`src/rtl/fetch_stage.sv`:
```
// Instruction fetch front end: drives a 1-cycle-latency instruction memory,
// buffers returned words so decode stalls lose nothing, and honours
// flush/redirect from execute and halt from retire.
module fetch_stage #(
  parameter logic [15:0] RESET_PC   = 16'h0000,
  parameter int          FIFO_DEPTH = 2
) (
  input  logic        clk,
  input  logic        rst_n,
  output logic [15:0] mem_addr,
  output logic        mem_en,
  input  logic [15:0] mem_rdata,
  output logic [15:0] instr_out,
  output logic [15:0] pc_out,
  output logic        bubble_out,
  input  logic        stall,
  input  logic        flush,
  input  logic [15:0] redirect_pc,
  input  logic        halt,
  output logic        halted
);

  localparam int PTR_W = (FIFO_DEPTH > 1) ? $clog2(FIFO_DEPTH) : 1;
  localparam int CNT_W = $clog2(FIFO_DEPTH + 1);
  localparam int OCC_W = CNT_W + 1;

  typedef enum logic [0:0] {
    ST_RUN    = 1'b0,
    ST_HALTED = 1'b1
  } state_e;

  state_e            state_r;
  state_e            state_next_s;

  logic [15:0]       fetch_pc_r;
  logic              inflight_valid_r;
  logic [15:0]       inflight_pc_r;

  logic [15:0]       q_instr_r [FIFO_DEPTH];
  logic [15:0]       q_pc_r    [FIFO_DEPTH];
  logic [PTR_W-1:0]  q_head_r;
  logic [PTR_W-1:0]  q_tail_r;
  logic [CNT_W-1:0]  q_count_r;

  logic              q_empty_s;
  logic              bubble_s;
  logic              deq_s;
  logic [OCC_W-1:0]  occ_s;
  logic              issue_s;
  logic              push_s;
  logic              pop_s;
  logic              normal_s;

  // Circular pointer advance, wrapping at the last queue slot.
  function automatic logic [PTR_W-1:0] ptr_inc(input logic [PTR_W-1:0] p);
    if (p == PTR_W'(FIFO_DEPTH - 1)) begin
      return {PTR_W{1'b0}};
    end else begin
      return p + PTR_W'(1);
    end
  endfunction

  // State register: RUN after reset, HALTED is sticky until reset.
  always_ff @(posedge clk) begin
    if (!rst_n) begin
      state_r <= ST_RUN;
    end else begin
      state_r <= state_next_s;
    end
  end

  // Next-state logic: halt retires the front end permanently.
  always_comb begin
    state_next_s = state_r;
    case (state_r)
      ST_RUN: begin
        if (halt) begin
          state_next_s = ST_HALTED;
        end else begin
          state_next_s = ST_RUN;
        end
      end
      ST_HALTED: state_next_s = ST_HALTED;
      default:   state_next_s = ST_RUN;
    endcase
  end

  // Output logic: choose the presented word (queue head, then bypass of the
  // returning memory word) and decide whether a new read may be issued.
  always_comb begin
    q_empty_s = (q_count_r == {CNT_W{1'b0}});
    bubble_s  = 1'b1;
    instr_out = 16'h0000;
    pc_out    = 16'h0000;
    if (!rst_n || (state_r == ST_HALTED)) begin
      bubble_s = 1'b1;
    end else if (!q_empty_s) begin
      bubble_s  = 1'b0;
      instr_out = q_instr_r[q_head_r];
      pc_out    = q_pc_r[q_head_r];
    end else if (inflight_valid_r) begin
      bubble_s  = 1'b0;
      instr_out = mem_rdata;
      pc_out    = inflight_pc_r;
    end else begin
      bubble_s = 1'b1;
    end

    deq_s = !bubble_s && !stall;
    // Words outstanding after this cycle's dequeue; deq implies something is present.
    occ_s = OCC_W'(q_count_r) + OCC_W'(inflight_valid_r) - OCC_W'(deq_s);
    normal_s = rst_n && (state_r == ST_RUN) && !halt && !flush;
    issue_s  = normal_s && (occ_s < OCC_W'(FIFO_DEPTH));

    // The returning word goes to the queue unless decode took it via bypass.
    push_s = inflight_valid_r && !(q_empty_s && deq_s);
    pop_s  = deq_s && !q_empty_s;

    bubble_out = bubble_s;
    mem_en     = issue_s;
    mem_addr   = fetch_pc_r;
    halted     = rst_n && (state_r == ST_HALTED);
  end

  // Fetch PC, in-flight tracking and queue pointers; halt beats flush beats normal flow.
  always_ff @(posedge clk) begin
    if (!rst_n) begin
      fetch_pc_r       <= RESET_PC;
      inflight_valid_r <= 1'b0;
      inflight_pc_r    <= 16'h0000;
      q_head_r         <= {PTR_W{1'b0}};
      q_tail_r         <= {PTR_W{1'b0}};
      q_count_r        <= {CNT_W{1'b0}};
    end else if (state_r == ST_HALTED) begin
      inflight_valid_r <= 1'b0;
    end else if (halt || flush) begin
      inflight_valid_r <= 1'b0;
      q_head_r         <= {PTR_W{1'b0}};
      q_tail_r         <= {PTR_W{1'b0}};
      q_count_r        <= {CNT_W{1'b0}};
      if (!halt) begin
        fetch_pc_r <= redirect_pc;
      end
    end else begin
      inflight_valid_r <= issue_s;
      if (issue_s) begin
        inflight_pc_r <= fetch_pc_r;
        fetch_pc_r    <= fetch_pc_r + 16'h0001;
      end
      if (push_s) begin
        q_tail_r <= ptr_inc(q_tail_r);
      end
      if (pop_s) begin
        q_head_r <= ptr_inc(q_head_r);
      end
      case ({push_s, pop_s})
        2'b10:   q_count_r <= q_count_r + CNT_W'(1);
        2'b01:   q_count_r <= q_count_r - CNT_W'(1);
        default: q_count_r <= q_count_r;
      endcase
    end
  end

  // Queue storage: capture the returning word at the tail during normal flow.
  always_ff @(posedge clk) begin
    if (normal_s && push_s) begin
      q_instr_r[q_tail_r] <= mem_rdata;
      q_pc_r[q_tail_r]    <= inflight_pc_r;
    end
  end

endmodule

```
`config.mk`:
```
export PLATFORM = sky130hd
export DESIGN_NAME = fetch_stage
export DESIGN_NICKNAME = d
export VERILOG_FILES = /design/src/rtl/fetch_stage.sv
export SDC_FILE = /design/constraint.sdc
export NUM_CORES = 1
export LEC_CHECK = 0
export ABC_AREA = 1
export CORE_ASPECT_RATIO = 0.75
export CORE_MARGIN = 4
export CORE_UTILIZATION = 30
export DETAILED_ROUTE_END_ITERATION = 8
export DONT_BUFFER_PORTS = 1
export PLACE_DENSITY_LB_ADDON = 0.12
export SKIP_CTS_REPAIR_TIMING = 1
export SLEW_MARGIN = 20
export SYNTH_ARGS = -nofsm -noshare
export SYNTH_HDL_FRONTEND = slang
export SYNTH_SLANG_ARGS = --single-unit
```
`constraint.sdc`:
```
create_clock -name clk -period 7.9 [get_ports clk]
set_input_delay 1.185 -clock clk [delete_from_list [all_inputs] [get_ports clk]]
set_output_delay 1.185 -clock clk [all_outputs]
set_load 0.02 [all_outputs]
```
Word level (Yosys, flattened, before mapping)
Memory sizes are Yosys's and may differ from the RTL's. A register that Yosys moved wholly into a read port is not among the register bits.
Index checks and enable logic that the tools add are counted.
- bits in writable memories: 64
- memories: 2
- logic and storage cells: 81
- bits of input ports: 37
- output and inout bits: 51
- register bits: 38
- $add $sub $neg: 7
- reduce and logical (&&, ||, !) cells: 30
- equality and inequality tests: 3
- bitwise operators: 3
- $lt $le $gt $ge: 1
- multiplexer cells: 28
- memory list (name ; words ; bits a word ; rd ports ; clocked after Yosys merged registers in ; write ports ; RTL line ; text):
    q_instr_r ; 2 ; 16 ; 1 ; 1 ; 1 ; 39 ; logic [15:0] q_instr_r [FIFO_DEPTH];
    q_pc_r ; 2 ; 16 ; 1 ; 1 ; 1 ; 40 ; logic [15:0] q_pc_r [FIFO_DEPTH];
- operators by type and width (operator ; number):
    two-way mux 16 bit ; 9
    adder 16 x 1 -> 16 bit, second input constant ; 1
    two-way mux 1 bit ; 16
    logical AND 1 bit ; 10
    zero test 1 bit ; 7
    AND reduction 2 bit ; 3
    AND reduction 3 bit ; 2
    nonzero test 2 bit ; 3
    one-hot mux 2 bit (2 select lines) ; 1
    adder 2 x 1 -> 3 bit ; 1
    < comparator 3 x 2 -> 1 bit, second input constant ; 1
    inverter 1 bit ; 3
    nonzero test 3 bit ; 1
    OR reduction 3 bit ; 1
    subtractor 3 x 1 -> 3 bit ; 1
    adder 1 bit, second input constant ; 2
    adder 2 x 1 -> 2 bit, second input constant ; 1
    == test 2 x 1 -> 1 bit, second input constant ; 1
    == test 2 bit, second input constant ; 1
    zero test 2 bit ; 1
    logical OR 1 bit ; 2
    two-way mux 2 bit ; 1
    inequality test 2 bit, second input constant ; 1
    one-hot mux 1 bit (2 select lines) ; 1
    subtractor 2 x 1 -> 2 bit, second input constant ; 1

Depth between registers and ports, before layout
Gate-level depths: netlist of the first run.
- depth in word-level cells: 11
- gate-level depth with buffers: 18
- gate-level depth less buffers: 16

Least setup slack after synthesis of the first run
OpenSTA, ideal clock, no wires.
- path type: input -> register
- start point: input port flush
- end point: memory q_instr_r[0][0] (enable)
- data required time: 7399 ps
- buffers on the path: 1
- stages: 4
- library setup time: 501 ps
- arrival time: 4809 ps
- slack: 2589 ps
- cell sequence: nor2_4 > inv_1 > buf_2 > nor4_1
- word-level cells in the longest chain between the ends: 5
- ends and longest elaborated chain (what ; RTL line ; text):
    start: declaration ; 17 ; input logic flush,
    zero test 1 bit ; 112 ; normal_s = rst_n && (state_r == ST_RUN) && !halt && !flush;
    logical AND 1 bit ; 112 ;
    logical AND 1 bit ; 166 ; if (normal_s && push_s) begin
    two-way mux 1 bit ; 166 ;
    two-way mux 1 bit (implied by the code) ; 167 ; q_instr_r[q_tail_r] <= mem_rdata;
    end: declaration ; 39 ;
No other way between the ends.

Final worst setup path of the first run
- start point: register q_count_r[1]
- end point: output port mem_en
- word-level cells in the longest chain between the ends: 8
- elaborated cells on any way between the ends: 9
- those cells by class: 2 x add/sub; 1 x order compare; 2 x mux; 4 x reduce/logical
- ends and longest elaborated chain (what ; RTL line ; text):
    start: declaration ; 43 ; logic [CNT_W-1:0] q_count_r;
    start signal: assignment ; 133 ; q_count_r <= {CNT_W{1'b0}};
    start signal: assignment ; 140 ; q_count_r <= {CNT_W{1'b0}};
    start signal: assignment ; 157 ; 2'b10: q_count_r <= q_count_r + CNT_W'(1);
    zero test 2 bit ; 91 ; q_empty_s = (q_count_r == {CNT_W{1'b0}});
    two-way mux 1 bit ; 97 ; end else if (!q_empty_s) begin
    two-way mux 1 bit ; 95 ; if (!rst_n || (state_r == ST_HALTED)) begin
    zero test 1 bit ; 109 ; deq_s = !bubble_s && !stall;
    logical AND 1 bit ; 109 ;
    subtractor 3 x 1 -> 3 bit * ; 111 ; occ_s = OCC_W'(q_count_r) + OCC_W'(inflight_valid_r) - OCC_W'(deq_s);
    < comparator 3 x 2 -> 1 bit * ; 113 ; issue_s = normal_s && (occ_s < OCC_W'(FIFO_DEPTH));
    logical AND 1 bit * ; 113 ;
    end: declaration ; 11 ; output logic mem_en,
Every way passes the cells marked *; elsewhere a longest branch is shown, timed or not.

==> reports/summary.json, run 1 <==
{
  "power": {
    "total_leakage_power_nw": 1.82,
    "power_density_nw_per_um2": 213,
    "report.power.total_w": 0.00113,
    "vdd_ir_drop_max_v": 0.000100
  },
  "worst_setup_path": {
    "cp_max_fo": 36,
    "worstSetupStartpointType": "flip-flop",
    "crit_start": "q_count_r[1]",
    "reg2reg_setup_slack_ps": 4230,
    "worstPathCellList": "nor2_4 > nand2_1 > nand3_1 > inv_1 > ha_1 > or2_2 > fa_1 > nand3_1 > inv_1 > nand2_1 > inv_1 > buf_4",
    "crit_path_dat_ps": 3550,
    "critical-path-max-stage-delay_ps": 760,
    "setup.worst_path.end_class": "primary output",
    "reg2regPathDepth": 14,
    "critical_path.reg2reg.endpoint": "mem_addr[9]",
    "critPathKind": "reg2out",
    "r2r_start": "q_count_r[1]",
    "crit_path_frequent_cell": "sky130_fd_sc_hd__inv_1",
    "required_time_of_the_critical_path_ps": 6710,
    "worst_path_max_delay_cell": "sky130_fd_sc_hd__nor2_4"
  },
  "cts": {
    "clk_pin_slew_ps": 60,
    "tritoncts_clock_tree": "built",
    "clock_insertion_delay_worst_skew_ps": 350,
    "cts-buffers-inserted": 9,
    "cts_htree_levels": 3,
    "clock_path_buffers": 2,
    "cts.sinks": 103,
    "cts.root.buffer_cell": "sky130_fd_sc_hd__clkbuf_16"
  },
  "global_routing": {
    "number_of_global_route_vias_before_repair": 3462,
    "gr-usage-all-layers_pct": 13.7,
    "antenna_found_initial": 0,
    "grt-ovfl-total": 0,
    "grt_start_max_net_pins": 37,
    "grt_first_pass_wirelength_um": 20000
  },
  "drt": {
    "dr.first_iter.drc_count": 249,
    "dr_wl_met2_um": 5590,
    "drt-wirelength-per-cell_um": 16.3,
    "vias_per_cell": 4.82,
    "vias_after_detailed_routing": 3686,
    "highest_layer": "met4",
    "detail_route.first_pass.iterations": 6,
    "routedLengthMet1_um": 5960,
    "detail-route-antenna-nets": 0,
    "routed_wirelength_um": 12500,
    "drc": 0,
    "met3_wirelength_um": 809
  },
  "sta": {
    "timing_worst_slew_pin_value_ps": 1020,
    "achievable-frequency_mhz": 211,
    "time_the_worst_path_needs_with_i_o_delays_and_setup_ps": 4740,
    "report.final.hold_viol_count": 0,
    "timing.final.max_slew_violations": 0,
    "post-route-period-util_pct": 60.0,
    "clock_skew_ps": 12.9,
    "finalSetupTns_ps": 0,
    "worst_slew_margin_rel_pct": 31.6,
    "setup-violations-final": 0,
    "grt_setup_unrepaired": "no"
  },
  "placed_design": {
    "dp_hpwl_um": 8330,
    "port_buf_inserts": 0,
    "place_congestion": 0.792
  },
  "layout": {
    "insertedDiodeCount": 0,
    "layout.cells.most_common": "sky130_fd_sc_hd__nand2_1",
    "post_route_cells_drive_above_1_share_pct": 8.23,
    "nets": 594,
    "area_growth_syn_to_layout_pct": 9.59,
    "layout_common_cells": "110 x sky130_fd_sc_hd__nand2_1, 104 x sky130_fd_sc_hd__nor2_1, 64 x sky130_fd_sc_hd__edfxtp_1"
  },
  "synthesis": {
    "yosys_warnings": 0,
    "yosysUniqueCellTypes": 36,
    "synth-seq-cells": 103,
    "yosys.area.top_type_share_pct": 39.6,
    "syn_avg_cell_area_um2": 8.59,
    "top_cell_type_by_total_area_after_synthesis": "sky130_fd_sc_hd__edfxtp_1",
    "ys_top_cells_by_area": "sky130_fd_sc_hd__edfxtp_1 40%, sky130_fd_sc_hd__dfxtp_1 16%, sky130_fd_sc_hd__nand2_1 8.5%",
    "mappedNetlistNets": 605,
    "yosysSeqAreaShare_pct": 55.7,
    "synth_edf_count": 64,
    "netlist_instances": 565,
    "netlist_area_um2": 4850,
    "synth_flop_cell": "sky130_fd_sc_hd__edfxtp_1",
    "synth-async-reset-ratio_pct": 0
  },
  "die": {
    "floorplan.die.width_um": 155,
    "core_region_area_um2": 15500,
    "start_util_pct": 31.3,
    "top_level_ports": 88,
    "die_area_um2": 18300,
    "placementRows": 39,
    "die_h_um": 118
  },
  "hold_path": {
    "hold_path_end": "q_pc_r[0][15]",
    "hp-class": "reg2reg",
    "startpoint_of_the_lowest_slack_hold_path": "inflight_pc_r[15]",
    "timing.hold.worst_path_depth": 0
  },
  "status": {
    "run_status": "finished, final reports clean"
  },
  "flow_run": {
    "drv.max_cap_violation_count": 0
  }
}
## Yosys cell counts, types with 3 or more instances
cell	instances
sky130_fd_sc_hd__nand2_1	110
sky130_fd_sc_hd__nor2_1	105
sky130_fd_sc_hd__buf_2	7
sky130_fd_sc_hd__edfxtp_1	64
sky130_fd_sc_hd__inv_1	38
sky130_fd_sc_hd__nand4_1	8
sky130_fd_sc_hd__o21ai_0	59
sky130_fd_sc_hd__a21oi_2	7
sky130_fd_sc_hd__nand3_1	22
sky130_fd_sc_hd__dfxtp_1	39
sky130_fd_sc_hd__buf_1	3
sky130_fd_sc_hd__clkbuf_1	15
sky130_fd_sc_hd__o22ai_1	3
sky130_fd_sc_hd__a21oi_1	55
## critical path: cells and delay by family, from the launching register on
family,cells,cell delay [ps]
AND/OR/NAND/NOR,6,1570
adder cells (fa/ha/maj),2,760
buffers and inverters,4,490
flip-flops,1,380
## layout make-up
cell class | count | area, um2
clock inverters | 3 | 43.8
multi-input cells | 393 | 1860
well taps | 205 | 256
fillers | 1615 | 10200
inverters | 41 | 159
flip-flops and latches | 103 | 2700
clock buffers | 13 | 248
repair buffers | 6 | 45.0
## where the power goes
part | leakage, nW | switching (W) | total (W) | internal, W
Clock | 0.141 | 0.000186 | 0.000439 | 0.000253
Sequential | 0.856 | 0.0000192 | 0.000599 | 0.000580
Combinational | 0.822 | 0.0000675 | 0.0000940 | 0.0000265
## metrics by stage
step / hold slack, ps / worst slack, ps / cells / instance area [um2] / util (%)
2_1_floorplan: 443 / 2590 / 565 / 4850 / -
3_3_place_gp: 471 / 3390 / 748 / 5030 / 32.4
3_5_place_dp: 474 / 3370 / 748 / 5030 / 32.4
4_1_cts: 486 / 3090 / 764 / 5320 / 34.3
5_1_grt: 510 / 2850 / 764 / 5320 / 34.3
6_report: 479 / 3160 / 764 / 5320 / 34.3
## state kept, by name, summed over array words and instances, names as in the netlist, named ones only
name	flops
q_pc_r	32
inflight_pc_r	16
q_instr_r	32
q_count_r	2
state_r	1
q_head_r	1
mem_addr	16
inflight_valid_r	1
q_tail_r	1
## cells by family after synthesis
family	share of synthesized area, %
fa+ha+maj	0.928
buf+inv	6.19
simple gates	22.6
compound gates	14.4
xor+xnor	0.181
flops	55.7
## worst max-delay path by stage
stage / end / slack (ps) / depth (start not counted)
6_report: mem_en / 3160 / 12
5_1_grt: mem_en / 2850 / 12
4_1_cts: mem_en / 3090 / 12
3_5_place_dp: mem_en / 3370 / 12
3_3_place_gp: mem_en / 3390 / 12
2_1_floorplan: q_instr_r[0][0] / 2590 / 4
## per-layer routing
layer	vias up	global-route usage, %
met5	-	0
met4	0	2.98
met3	9	4.42
met2	98	20.7
met1	1715	19.1
li1	1864	-
Power figures use the tool's default switching activity.
==> run 2, diff against run 1 <==
==> constraint.sdc (replaced) <==
create_clock -name clk -period 4.2 [get_ports clk]
set_input_delay 0.63 -clock clk [delete_from_list [all_inputs] [get_ports clk]]
set_output_delay 0.63 -clock clk [all_outputs]
set_load 0.02 [all_outputs]
==> run 2 against run 1 <==
- via count grew 0.79%
- largest power group unchanged
- largest cell class unchanged
- setup slack got worse by 2500 ps
- combinational power up 94%
- design area rose by 0.38%
- critical path type unchanged
==> reports/summary.json, run 2 (same netlist as run 1, synthesis figures left out) <==
{
  "placed_design": {
    "port_buf_inserts": {"value": 0, "change": "unchanged"},
    "preCtsSetupSlack": {"value": 653, "unit": "ps", "change": "-2720 ps"},
    "dp_hpwl": {"value": 8730, "unit": "um", "change": "+4.8%"},
    "place_congestion": {"value": 0.809, "change": "+2.2%"},
    "post-place-cells": {"value": 751, "change": "+0.40%"}
  },
  "drt": {
    "vias_after_detailed_routing": {"value": 3715, "change": "+0.79%"},
    "detail_route.first_pass.iterations": {"value": 4, "change": "-2"},
    "dr.first_iter.drc_count": {"value": 213, "change": "-14%"},
    "detail-route-antenna-nets": {"value": 0, "change": "unchanged"},
    "drt-wirelength-per-cell": {"value": 17.2, "unit": "um", "change": "+5.1%"},
    "drc": {"value": 0, "change": "unchanged"},
    "vias_per_cell": {"value": 4.84, "change": "+0.39%"},
    "routed_wirelength": {"value": 13200, "unit": "um", "change": "+5.5%"}
  },
  "layout": {
    "filler_cell_count": {"value": 1614, "change": "-0.062%"},
    "insertedDiodeCount": {"value": 0, "change": "unchanged"},
    "biggestRegsByFlops": "q_instr_r x32, q_pc_r x32",
    "area_growth_syn_to_layout_pct": 10.0,
    "nets": {"value": 597, "change": "+0.51%"},
    "final_cell_count_no_fill": {"value": 767, "change": "+0.39%"},
    "post_route_cells_drive_above_1_share": {"value": 9.07, "unit": "%", "change": "+0.85 points"},
    "layout_common_cells": "110 x sky130_fd_sc_hd__nand2_1, 104 x sky130_fd_sc_hd__nor2_1, 64 x sky130_fd_sc_hd__edfxtp_1",
    "layout.cells.most_common": "sky130_fd_sc_hd__nand2_1"
  },
  "worst_setup_path": {
    "crit_path_end": "mem_en",
    "crit_start": "state_r",
    "r2r_start": "state_r",
    "worstSetupStartpointType": "flip-flop",
    "worst_path_max_delay_cell": "sky130_fd_sc_hd__dfxtp_1",
    "critical_path.reg2reg.endpoint": "inflight_pc_r[9]",
    "critPathKind": "reg2out",
    "setup.worst_path.end_class": "primary output",
    "crit_path_frequent_cell": "sky130_fd_sc_hd__inv_1",
    "worstPathCellList": "nor2_8 > nand3_1 > inv_1 > ha_1 > or2_2 > fa_1 > nand3_1 > inv_1 > nand2_1 > inv_1",
    "reg2regPathDepth": {"value": 13, "change": "-1"},
    "reg2reg_setup_slack": {"value": 1000, "unit": "ps", "change": "-3230 ps"},
    "required_time_of_the_critical_path": {"value": 3570, "unit": "ps", "change": "-3140 ps"},
    "critical-path-max-stage-delay": {"value": 520, "unit": "ps", "change": "-240 ps"},
    "crit_path_dat": {"value": 2930, "unit": "ps", "change": "-620 ps"},
    "cp_max_fo": {"value": 14, "change": "-61%"}
  },
  "cts": {
    "cts.root.buffer_cell": "sky130_fd_sc_hd__clkbuf_16",
    "cts.sinks": {"value": 103, "change": "unchanged"},
    "tritoncts_clock_tree": "built",
    "cts-buffers-inserted": {"value": 9, "change": "unchanged"},
    "cts_htree_levels": {"value": 3, "change": "unchanged"},
    "clock_insertion_delay_worst_skew": {"value": 340, "unit": "ps", "change": "about the same"},
    "clk_pin_slew": {"value": 70, "unit": "ps", "change": "about the same"},
    "clock_path_buffers": {"value": 2, "change": "unchanged"}
  },
  "power": {
    "power_density": {"value": 394, "unit": "nW/um2", "change": "+85%"},
    "total_leakage_power": {"value": 1.84, "unit": "nW", "change": "+0.96%"},
    "vdd_ir_drop_max": {"value": 0.000184, "unit": "V", "change": "+83%"},
    "report.power.total": {"value": 0.00210, "unit": "W", "change": "+86%"}
  },
  "die": {
    "core_region_area": {"value": 15500, "unit": "um2", "change": "unchanged"},
    "die_h": {"value": 118, "unit": "um", "change": "unchanged"},
    "start_util": {"value": 31.3, "unit": "%", "change": "unchanged"},
    "floorplan.die.width": {"value": 155, "unit": "um", "change": "unchanged"},
    "placementRows": {"value": 39, "change": "unchanged"},
    "die_area": {"value": 18300, "unit": "um2", "change": "unchanged"},
    "top_level_ports": {"value": 88, "change": "unchanged"}
  },
  "sta": {
    "timing.final.ws_setup": {"value": 642, "unit": "ps", "change": "-2520 ps"},
    "setup-violations-final": {"value": 0, "change": "unchanged"},
    "worst_slew_margin_rel": {"value": 28.9, "unit": "%", "change": "-2.7 points"},
    "timing.final.max_slew_violations": {"value": 0, "change": "unchanged"},
    "achievable-frequency_mhz": 281,
    "report.final.hold_viol_count": {"value": 0, "change": "unchanged"},
    "timing_worst_slew_pin_value": {"value": 1070, "unit": "ps", "change": "+46.0 ps"},
    "clock_skew": {"value": 6.45, "unit": "ps", "change": "-6.47 ps"},
    "finalSetupTns": {"value": 0, "unit": "ps", "change": "unchanged"},
    "time_the_worst_path_needs_with_i_o_delays_and_setup_ps": 3560,
    "grt_setup_unrepaired": "no",
    "post-route-period-util_pct": 84.7
  },
  "global_routing": {
    "gr-usage-all-layers": {"value": 14.1, "unit": "%", "change": "+0.46 points"},
    "grt_start_max_net_pins": {"value": 36, "change": "-2.7%"},
    "number_of_global_route_vias_before_repair": {"value": 3528, "change": "+1.9%"},
    "antenna_found_initial": {"value": 0, "change": "unchanged"},
    "grt_first_pass_wirelength": {"value": 20400, "unit": "um", "change": "+1.9%"},
    "grt-ovfl-total": {"value": 0, "change": "unchanged"}
  },
  "status": {
    "run_status": "finished, final reports clean"
  },
  "hold_path": {
    "hp-class": "in2reg"
  },
  "flow_run": {
    "drv.max_cap_violation_count": {"value": 0, "change": "unchanged"}
  }
}
==> run 2: routing by layer <==
layer | share of wire (%) | global-route usage (%) | wire (um)
met3 | 6.4 | 5.01 | 842
met4 | 0.55 | 3.36 | 72
met1 | 48 | 19.6 | 6340
met5 | 0 | 0 | 0
met2 | 45 | 21.2 | 5910
==> run 2: cell type report <==
class,count,area [um2],area share (%)
Clock inverter,3,17.5,0.328
Inverter,41,159,2.98
Timing Repair Buffer,9,67.6,1.27
Multi-Input combinational cell,393,1870,35.1
Sequential cell,103,2700,50.6
Clock buffer,13,263,4.92
Tap cell,205,256,4.81
==> run 2: stage by stage <==
step	instance area [um2]	utilization (%)	hold slack (ps)
after floorplan	4860	-	443
after global placement	5060	32.6	474
after detailed placement	5060	32.6	473
after CTS	5340	34.4	369
after global routing	5340	34.4	363
final	5340	34.4	385
==> run 2: worst min path at each step <==
stage                     startpoint                to  depth (start not counted)
detailed placement  inflight_pc_r[8]      q_pc_r[1][8]                          0
global route            mem_rdata[9]   q_instr_r[1][9]                          0
CTS                    mem_rdata[12]  q_instr_r[0][12]                          0
finish                  mem_rdata[0]   q_instr_r[1][0]                          0
global placement    inflight_pc_r[8]      q_pc_r[0][8]                          0
floorplan           inflight_pc_r[0]      q_pc_r[0][0]                          0
==> run 2: report_power, final <==
part	internal [W]	leakage [nW]	switching, W
Sequential	0.00109	0.856	0.0000372
Combinational	0.0000518	0.839	0.000130
Clock	0.000438	0.142	0.000354
Total	0.00158	1.84	0.000521
==> run 2: worst max-delay path, delay by kind of cell, from the launching register on <==
| kind | cells | cell delay [ps] |
|---|---|---|
| simple gates | 5 | 740 |
| fa+ha+maj | 2 | 740 |
| buf+inv | 3 | 580 |
| flops | 1 | 520 |
